File: config.mk
export PLATFORM = sky130hd
export DESIGN_NAME = microstep_phase
export DESIGN_NICKNAME = d
export VERILOG_FILES = /design/src/rtl/microstep_phase.sv
export SDC_FILE = /design/constraint.sdc
export NUM_CORES = 1
export LEC_CHECK = 0
export CORE_MARGIN = 3
export CORE_UTILIZATION = 45
export DETAILED_ROUTE_END_ITERATION = 10
export HOLD_SLACK_MARGIN = 0.03
export PLACE_DENSITY = 0.65
export SYNTH_ARGS = -nofsm -noshare
export SYNTH_HDL_FRONTEND = slang
export SYNTH_SLANG_ARGS = --single-unit
export TNS_END_PERCENT = 10
File: constraint.sdc
create_clock -name clk -period 5.75 [get_ports clk]
set_clock_uncertainty 0.15 [all_clocks]
set_input_delay 1.15 -clock clk [delete_from_list [all_inputs] [get_ports clk]]
set_output_delay 1.15 -clock clk [all_outputs]
set_load 0.05 [all_outputs]
File: src/rtl/microstep_phase.sv
// microstep_phase
//   Microstepping phase accumulator and two-coil magnitude sequencer.
//   Each accepted step moves the electrical phase (256 = one cycle) and
//   launches a LUT sequence that reads a shared quarter-wave cosine table
//   for coil A (phase) and coil B (phase - 64). The results are then scaled
//   by the current setting.
//
//   Ports
//     clk          in   clock, rising edge
//     reset        in   asynchronous, active-high
//     enable       in   step qualifier
//     step         in   one-cycle step strobe
//     dir          in   1 = add the increment, 0 = subtract it
//     step_shift   in   [2:0] increment = 1 << step_shift (7 behaves as 6)
//     current      in   [7:0] amplitude scale, sampled on the SCALE exit edge
//     cos_index    out  [5:0] address to the external LUT (1-cycle read)
//     cos_value    in   [7:0] LUT data for the previous cycle's address
//     phase        out  [7:0] electrical phase
//     coil_a_mag   out  [7:0] scaled coil A magnitude
//     coil_b_mag   out  [7:0] scaled coil B magnitude
//     coil_a_neg   out  1 = coil A current negative
//     coil_b_neg   out  1 = coil B current negative
//     out_valid    out  one-cycle pulse when the coil outputs update
//     busy         out  high whenever the sequencer is not idle
//     dbg_state    out  [2:0] sequencer state, for observation only
//
//   Handshake: there is no back-pressure. step is accepted on any rising
//   edge where step & enable is high. out_valid is a one-cycle pulse and
//   the coil outputs hold their values until the next pulse.
module microstep_phase #(
   parameter logic [7:0] PHASE_INIT = 8'd0
) (
   input  logic       clk,
   input  logic       reset,
   input  logic       enable,
   input  logic       step,
   input  logic       dir,
   input  logic [2:0] step_shift,
   input  logic [7:0] current,
   output logic [5:0] cos_index,
   input  logic [7:0] cos_value,
   output logic [7:0] phase,
   output logic [7:0] coil_a_mag,
   output logic [7:0] coil_b_mag,
   output logic       coil_a_neg,
   output logic       coil_b_neg,
   output logic       out_valid,
   output logic       busy,
   output logic [2:0] dbg_state
);

   typedef enum logic [2:0] {
      S_IDLE  = 3'd0,
      S_REQ_A = 3'd1,
      S_REQ_B = 3'd2,
      S_CAP_B = 3'd3,
      S_SCALE = 3'd4
   } state_t;

   state_t      r_state;
   state_t      w_state_next;
   logic [7:0]  r_phase;
   logic [7:0]  r_lat_phase;
   logic        r_pending;
   logic [7:0]  r_raw_a;
   logic [7:0]  r_raw_b;
   logic [7:0]  r_a_mag;
   logic [7:0]  r_b_mag;
   logic        r_a_neg;
   logic        r_b_neg;
   logic        r_valid;

   logic        w_accept;
   logic [2:0]  w_shift;
   logic [7:0]  w_inc;
   logic [7:0]  w_phase_next;
   logic        w_enter_a;
   logic [7:0]  w_b_phase;
   logic [5:0]  w_idx_a;
   logic [5:0]  w_idx_b;
   logic [15:0] w_prod_a;
   logic [15:0] w_prod_b;

   assign w_accept     = step & enable;
   assign w_shift      = (step_shift == 3'd7) ? 3'd6 : step_shift;
   assign w_inc        = 8'd1 << w_shift;
   // 8-bit arithmetic gives the modulo-256 wrap in both directions.
   assign w_phase_next = !w_accept ? r_phase :
                         (dir ? r_phase + w_inc : r_phase - w_inc);

   // A sequence starts from IDLE on a step, or chains out of SCALE when a
   // step arrived during the sequence (including one arriving in SCALE).
   assign w_enter_a = ((r_state == S_IDLE)  && w_accept) ||
                      ((r_state == S_SCALE) && (r_pending || w_accept));

   // Odd quadrants read the quarter-wave table mirrored.
   assign w_b_phase = r_lat_phase - 8'd64;
   assign w_idx_a   = r_lat_phase[6] ? (6'd63 - r_lat_phase[5:0]) : r_lat_phase[5:0];
   assign w_idx_b   = w_b_phase[6]   ? (6'd63 - w_b_phase[5:0])   : w_b_phase[5:0];

   assign w_prod_a = {8'd0, r_raw_a} * {8'd0, current};
   assign w_prod_b = {8'd0, r_raw_b} * {8'd0, current};

   always_comb begin
      w_state_next = r_state;
      case (r_state)
         S_IDLE:  if (w_accept) w_state_next = S_REQ_A;
         S_REQ_A: w_state_next = S_REQ_B;
         S_REQ_B: w_state_next = S_CAP_B;
         S_CAP_B: w_state_next = S_SCALE;
         S_SCALE: w_state_next = w_enter_a ? S_REQ_A : S_IDLE;
         default: w_state_next = S_IDLE;
      endcase
   end

   always_ff @(posedge clk or posedge reset) begin
      if (reset) begin
         // Reset parks in REQ_A so one sequence runs after release.
         r_state     <= S_REQ_A;
         r_phase     <= PHASE_INIT;
         r_lat_phase <= PHASE_INIT;
         r_pending   <= 1'b0;
         r_raw_a     <= 8'd0;
         r_raw_b     <= 8'd0;
         r_a_mag     <= 8'd0;
         r_b_mag     <= 8'd0;
         r_a_neg     <= 1'b0;
         r_b_neg     <= 1'b0;
         r_valid     <= 1'b0;
      end else begin
         r_state <= w_state_next;
         r_phase <= w_phase_next;
         r_valid <= 1'b0;

         // The sequence works on a snapshot so later steps only affect the
         // chained sequence, never the one in flight.
         if (w_enter_a) begin
            r_lat_phase <= w_phase_next;
            r_pending   <= 1'b0;
         end else if (w_accept && (r_state != S_IDLE)) begin
            r_pending   <= 1'b1;
         end

         if (r_state == S_REQ_B) r_raw_a <= cos_value;
         if (r_state == S_CAP_B) r_raw_b <= cos_value;

         if (r_state == S_SCALE) begin
            r_a_mag <= w_prod_a[15:8];
            r_b_mag <= w_prod_b[15:8];
            r_a_neg <= r_lat_phase[7] ^ r_lat_phase[6];
            r_b_neg <= w_b_phase[7] ^ w_b_phase[6];
            r_valid <= 1'b1;
         end
      end
   end

   assign cos_index  = (r_state == S_REQ_B) ? w_idx_b : w_idx_a;
   assign phase      = r_phase;
   assign coil_a_mag = r_a_mag;
   assign coil_b_mag = r_b_mag;
   assign coil_a_neg = r_a_neg;
   assign coil_b_neg = r_b_neg;
   assign out_valid  = r_valid;
   assign busy       = (r_state != S_IDLE);
   assign dbg_state  = r_state;

endmodule

==> run summary <==
The core footprint came out at 13450 um^2. The flop and latch count out of synthesis came out at 55. The xor/xnor share of the synthesized area came out at 4.022%. The repair_antennas step left the layout with diodes totalling 0. The biggest area contributor in the post-synthesis netlist is sky130_fd_sc_hd__fa_1. After detailed routing, the total wire length is between 10 and 15 mm. In this run the critical register-to-register path is captured at coil_a_mag[6]$_DFFE_PP0P_. The global router's overall resource usage came out at 19.51%. After synthesis, the most frequently instantiated cells are sky130_fd_sc_hd__and2_1 (98), sky130_fd_sc_hd__nand2_1 (95), sky130_fd_sc_hd__inv_1 (81). The portion of synthesized area spent on multiplexers is under 10%. The clock period minus worst slack came out at about 5.6 ns. The number of buffers inserted during clock tree synthesis is 5. The fraction of the cycle the final worst path needs came out at 96.65%. The aggregate negative setup slack came out at 0 ns. The startpoint identified for the worst register-to-register timing path is r_raw_a[1]$_DFFE_PP0P_. The total placed instance area is 7238 um^2. The count of antenna-violating nets left after detailed routing came out at 0. The met2 track demand over resource in global routing came out at 31.76%. After synthesis the cells add up to around 6300 um^2. The worst hold margin is 0.3325 ns.

Setup repair after global routing could not meet its margin everywhere. After detailed routing, the average wire length per cell comes to 14.85 um. The met3 usage in global routing is 3.815%. In this run the count of I/O pins placed on the die edge is 61. The die extent in y is 124.2 um. The net count of the finished layout is 906.

The number of buffers added on ports came out at 60. TritonCTS built the clock tree. At the worst endpoint, the required time is 5.80 ns. In this run the post-CTS setup repair buffer count came out at 0. The largest net degree at the start of global routing is 56. For this run, the top clock speed supported by timing is between 0.15 and 0.2 GHz. The via count of the first global-routing pass came to around 5000. The synthesized area per cell came out at about 9.5 um^2. STA puts the critical path data arrival time at 5.61 ns. The total overflow reported by the global router came out at 0. The overall via count from detail_route came out at ~4700.

The root buffer cell chosen for the clock tree is sky130_fd_sc_hd__clkbuf_16. In this run the most critical hold path is launched from coil_a_mag[1]$_DFFE_PP0P_. Along the worst hold path, the cell count comes to 2.

The clock transition at the register clock pins on the worst setup and hold paths after CTS came out at 0.08 ns. The fraction of the mapped netlist area in compound gates came out at 8.483%. The number of distinct library cells after synthesis came out at 48.

The post-route netlist has 8.660% of its cells at a drive strength greater than 1. The maximum clock insertion buffer count came out at 2. The count of endpoints failing hold in the final timing report is 0.

The worst relative slew slack came out at 51.01%. The synthesized design contains 0 enable-type register cells. The met1 track demand over resource came out at 26.77%. The number of antenna violations at the first check in global routing is 0. STA classifies the critical path startpoint as a primary input. The critical path is of the primary input to register type.

The class of the most critical hold timing path is register to register. STA classifies the critical path endpoint as a register. Summing the areas of all and, or, nand and nor instances in the mapped netlist gives a little under a fifth of the synthesized area. The actual slew at the worst max-slew pin came out at around 0.73 ns. After detailed routing, the number of vias per cell comes to 5.166. The initial core utilization is between 40% and 50%. The fraction of the yosys area taken by sequential cells is between 20% and 30%.

By area the synthesized netlist is led by sky130_fd_sc_hd__fa_1 (23%), sky130_fd_sc_hd__dfrtp_1 (22%), sky130_fd_sc_hd__ha_1 (15%). Yosys printed 0 warnings. The horizontal extent of the die is 124.2 um. The most used standard cell by instance count after synthesis is sky130_fd_sc_hd__and2_1. The clock sink count came out at 55. Setup violations remaining at the end of the flow were counted as 0.

The die covers 15420 um^2. The most heavily used metal layer in global routing is met2. Synthesis handed over a netlist of around 660 instances. The run finished with clean final reports. After synthesis, the largest area contributor takes up 22.62% of total cell area. The later-pin clock latency in the skew report came out at 0.31 ns. The async set or reset register ratio after synthesis is 100.0%. Summing all flip-flop and latch instances after layout gives roughly 1400 um^2. The number of fill cells came out at 1212. The multi-input combinational cells in the finished layout cover a total of 4547 um^2.

The half-perimeter wire length after detailed placement came out at roughly 11 mm. The largest driver fanout on the critical path came out at 8. Of the total synthesized cell area, the portion taken by full adders, half adders and majority gates is 37.16%.

The number of pins with negative max-slew slack in the final report came out at 0. The violation count after the first detailed-routing iteration is 190. The number of cell rows is between 40 and 50. The first-pass GRT wire length came out at roughly 24 mm.

Across the run, the number of max-cap violations was 0. The number of detailed-route iterations in the first pass came out at 4. The worst min-delay path endpoint is coil_a_mag[1]$_DFFE_PP0P_.

The clock tree synthesis step divided the H-tree into 2 levels. Among all flip-flop cells after synthesis, the most frequent one is sky130_fd_sc_hd__dfrtp_1. The final weighted congestion in routability-driven placement is ~0.87. The post-synthesis net count came out at 829. Counting cells, the worst reg-to-reg path comes to 15. The synthesis-to-layout area growth is 17.98%. By area, the combinational part of the netlist is dominated by adder cells. Setup slack on the worst reg-to-reg path comes out at 1.11 ns. The residual DRC count is 0. Once layout is done, the placed cells without fillers occupy 7413 um^2.
## layer usage
metal | share of wire, % | wire length [um] | up-vias
li1 | - | - | 2277
met1 | 45 | 6111 | 2352
met2 | 49 | 6594 | 88
met3 | 5.1 | 699 | 10
met4 | 1.4 | 185 | 0
met5 | 0 | 0 | -
## layout make-up
cell class | instances | share of cell area [%]
well taps | 176 | 2.970
multi-input cells | 508 | 61.33
clock inverters | 2 | 0.2194
clock buffers | 6 | 1.873
inverters | 82 | 4.152
repair buffers | 86 | 10.87
flip-flops and latches | 55 | 18.58
## how the worst max path moves through the flow
stage,startpoint,end,slack [ns],cells after the start
floorplan,current[7],coil_a_mag[6]$_DFFE_PP0P_,0.38,16
CTS,current[4],coil_a_mag[6]$_DFFE_PP0P_,0.16,16
detailed placement,current[4],coil_a_mag[3]$_DFFE_PP0P_,-0.17,16
global placement,current[4],coil_a_mag[6]$_DFFE_PP0P_,-0.07,16
finish,current[2],coil_b_mag[6]$_DFFE_PP0P_,0.19,15
global route,current[7],coil_a_mag[6]$_DFFE_PP0P_,-0.02,16
## cell usage in the layout (no fill, tap or decap), types with 5 or more instances in the layout
cell / instances
sky130_fd_sc_hd__nor3_1: 5
sky130_fd_sc_hd__and2_1: 98
sky130_fd_sc_hd__xnor2_1: 22
sky130_fd_sc_hd__o21ai_0: 23
sky130_fd_sc_hd__mux2_2: 17
sky130_fd_sc_hd__xor2_1: 5
sky130_fd_sc_hd__ha_1: 73
sky130_fd_sc_hd__a21oi_1: 24
sky130_fd_sc_hd__a21o_1: 8
sky130_fd_sc_hd__nor2_1: 12
sky130_fd_sc_hd__dfrtp_1: 54
sky130_fd_sc_hd__a211oi_1: 5
sky130_fd_sc_hd__clkdlybuf4s50_1: 56
sky130_fd_sc_hd__inv_1: 80
sky130_fd_sc_hd__nand2_1: 95
sky130_fd_sc_hd__fa_1: 71
sky130_fd_sc_hd__buf_4: 26
sky130_fd_sc_hd__clkbuf_16: 5
## flip-flops by register name (all words and copies together), names as in the netlist
name         cells
coil_b_mag       8
coil_a_mag       8
r_raw_b          8
r_raw_a          8
coil_b_neg       1
dbg_state        3
phase            8
r_pending        1
out_valid        1
coil_a_neg       1
r_lat_phase      8
## metrics by stage
step	std cells	util (%)	worst slack [ns]
global placement	907	53.80	-0.07126
finish	915	55.11	0.1929
detailed placement	907	53.80	-0.1743
floorplan	661	-	0.3837
CTS	915	54.96	0.1583
global route	915	55.11	-0.01983
## kinds of logic (layout without fill, tap and decap cells)
| kind of cell | after synthesis | after routing |
|---|---|---|
| and+or+nand+nor | 234 | 234 |
| adders and majority gates | 144 | 144 |
| buffers and inverters | 98 | 176 |
| AOI/OAI and AO/OA | 83 | 83 |
| DFF | 55 | 55 |
| xor gates and xnor gates | 28 | 28 |
| muxes | 19 | 19 |
## worst max-delay path: stages
cell and delay (ns):
sky130_fd_sc_hd__clkdlybuf4s50_1 0.58, sky130_fd_sc_hd__buf_4 0.19, sky130_fd_sc_hd__nand2_1 0.08, sky130_fd_sc_hd__fa_1 0.52
sky130_fd_sc_hd__fa_1 0.54, sky130_fd_sc_hd__inv_1 0.05, sky130_fd_sc_hd__fa_1 0.49, sky130_fd_sc_hd__fa_1 0.41
sky130_fd_sc_hd__ha_1 0.30, sky130_fd_sc_hd__a211oi_1 0.25, sky130_fd_sc_hd__o211ai_1 0.21, sky130_fd_sc_hd__a21bo_2 0.26
sky130_fd_sc_hd__a21oi_1 0.22, sky130_fd_sc_hd__o21ai_0 0.12, sky130_fd_sc_hd__a31o_2 0.25
## timing repair
action	in CTS	in global routing
endpoints found under the setup margin	0	6
resized for setup	0	6
hold buffers	0	0
Power is not shown: default switching activity piles up to over one toggle a cycle in this logic, so the estimate is an artifact.
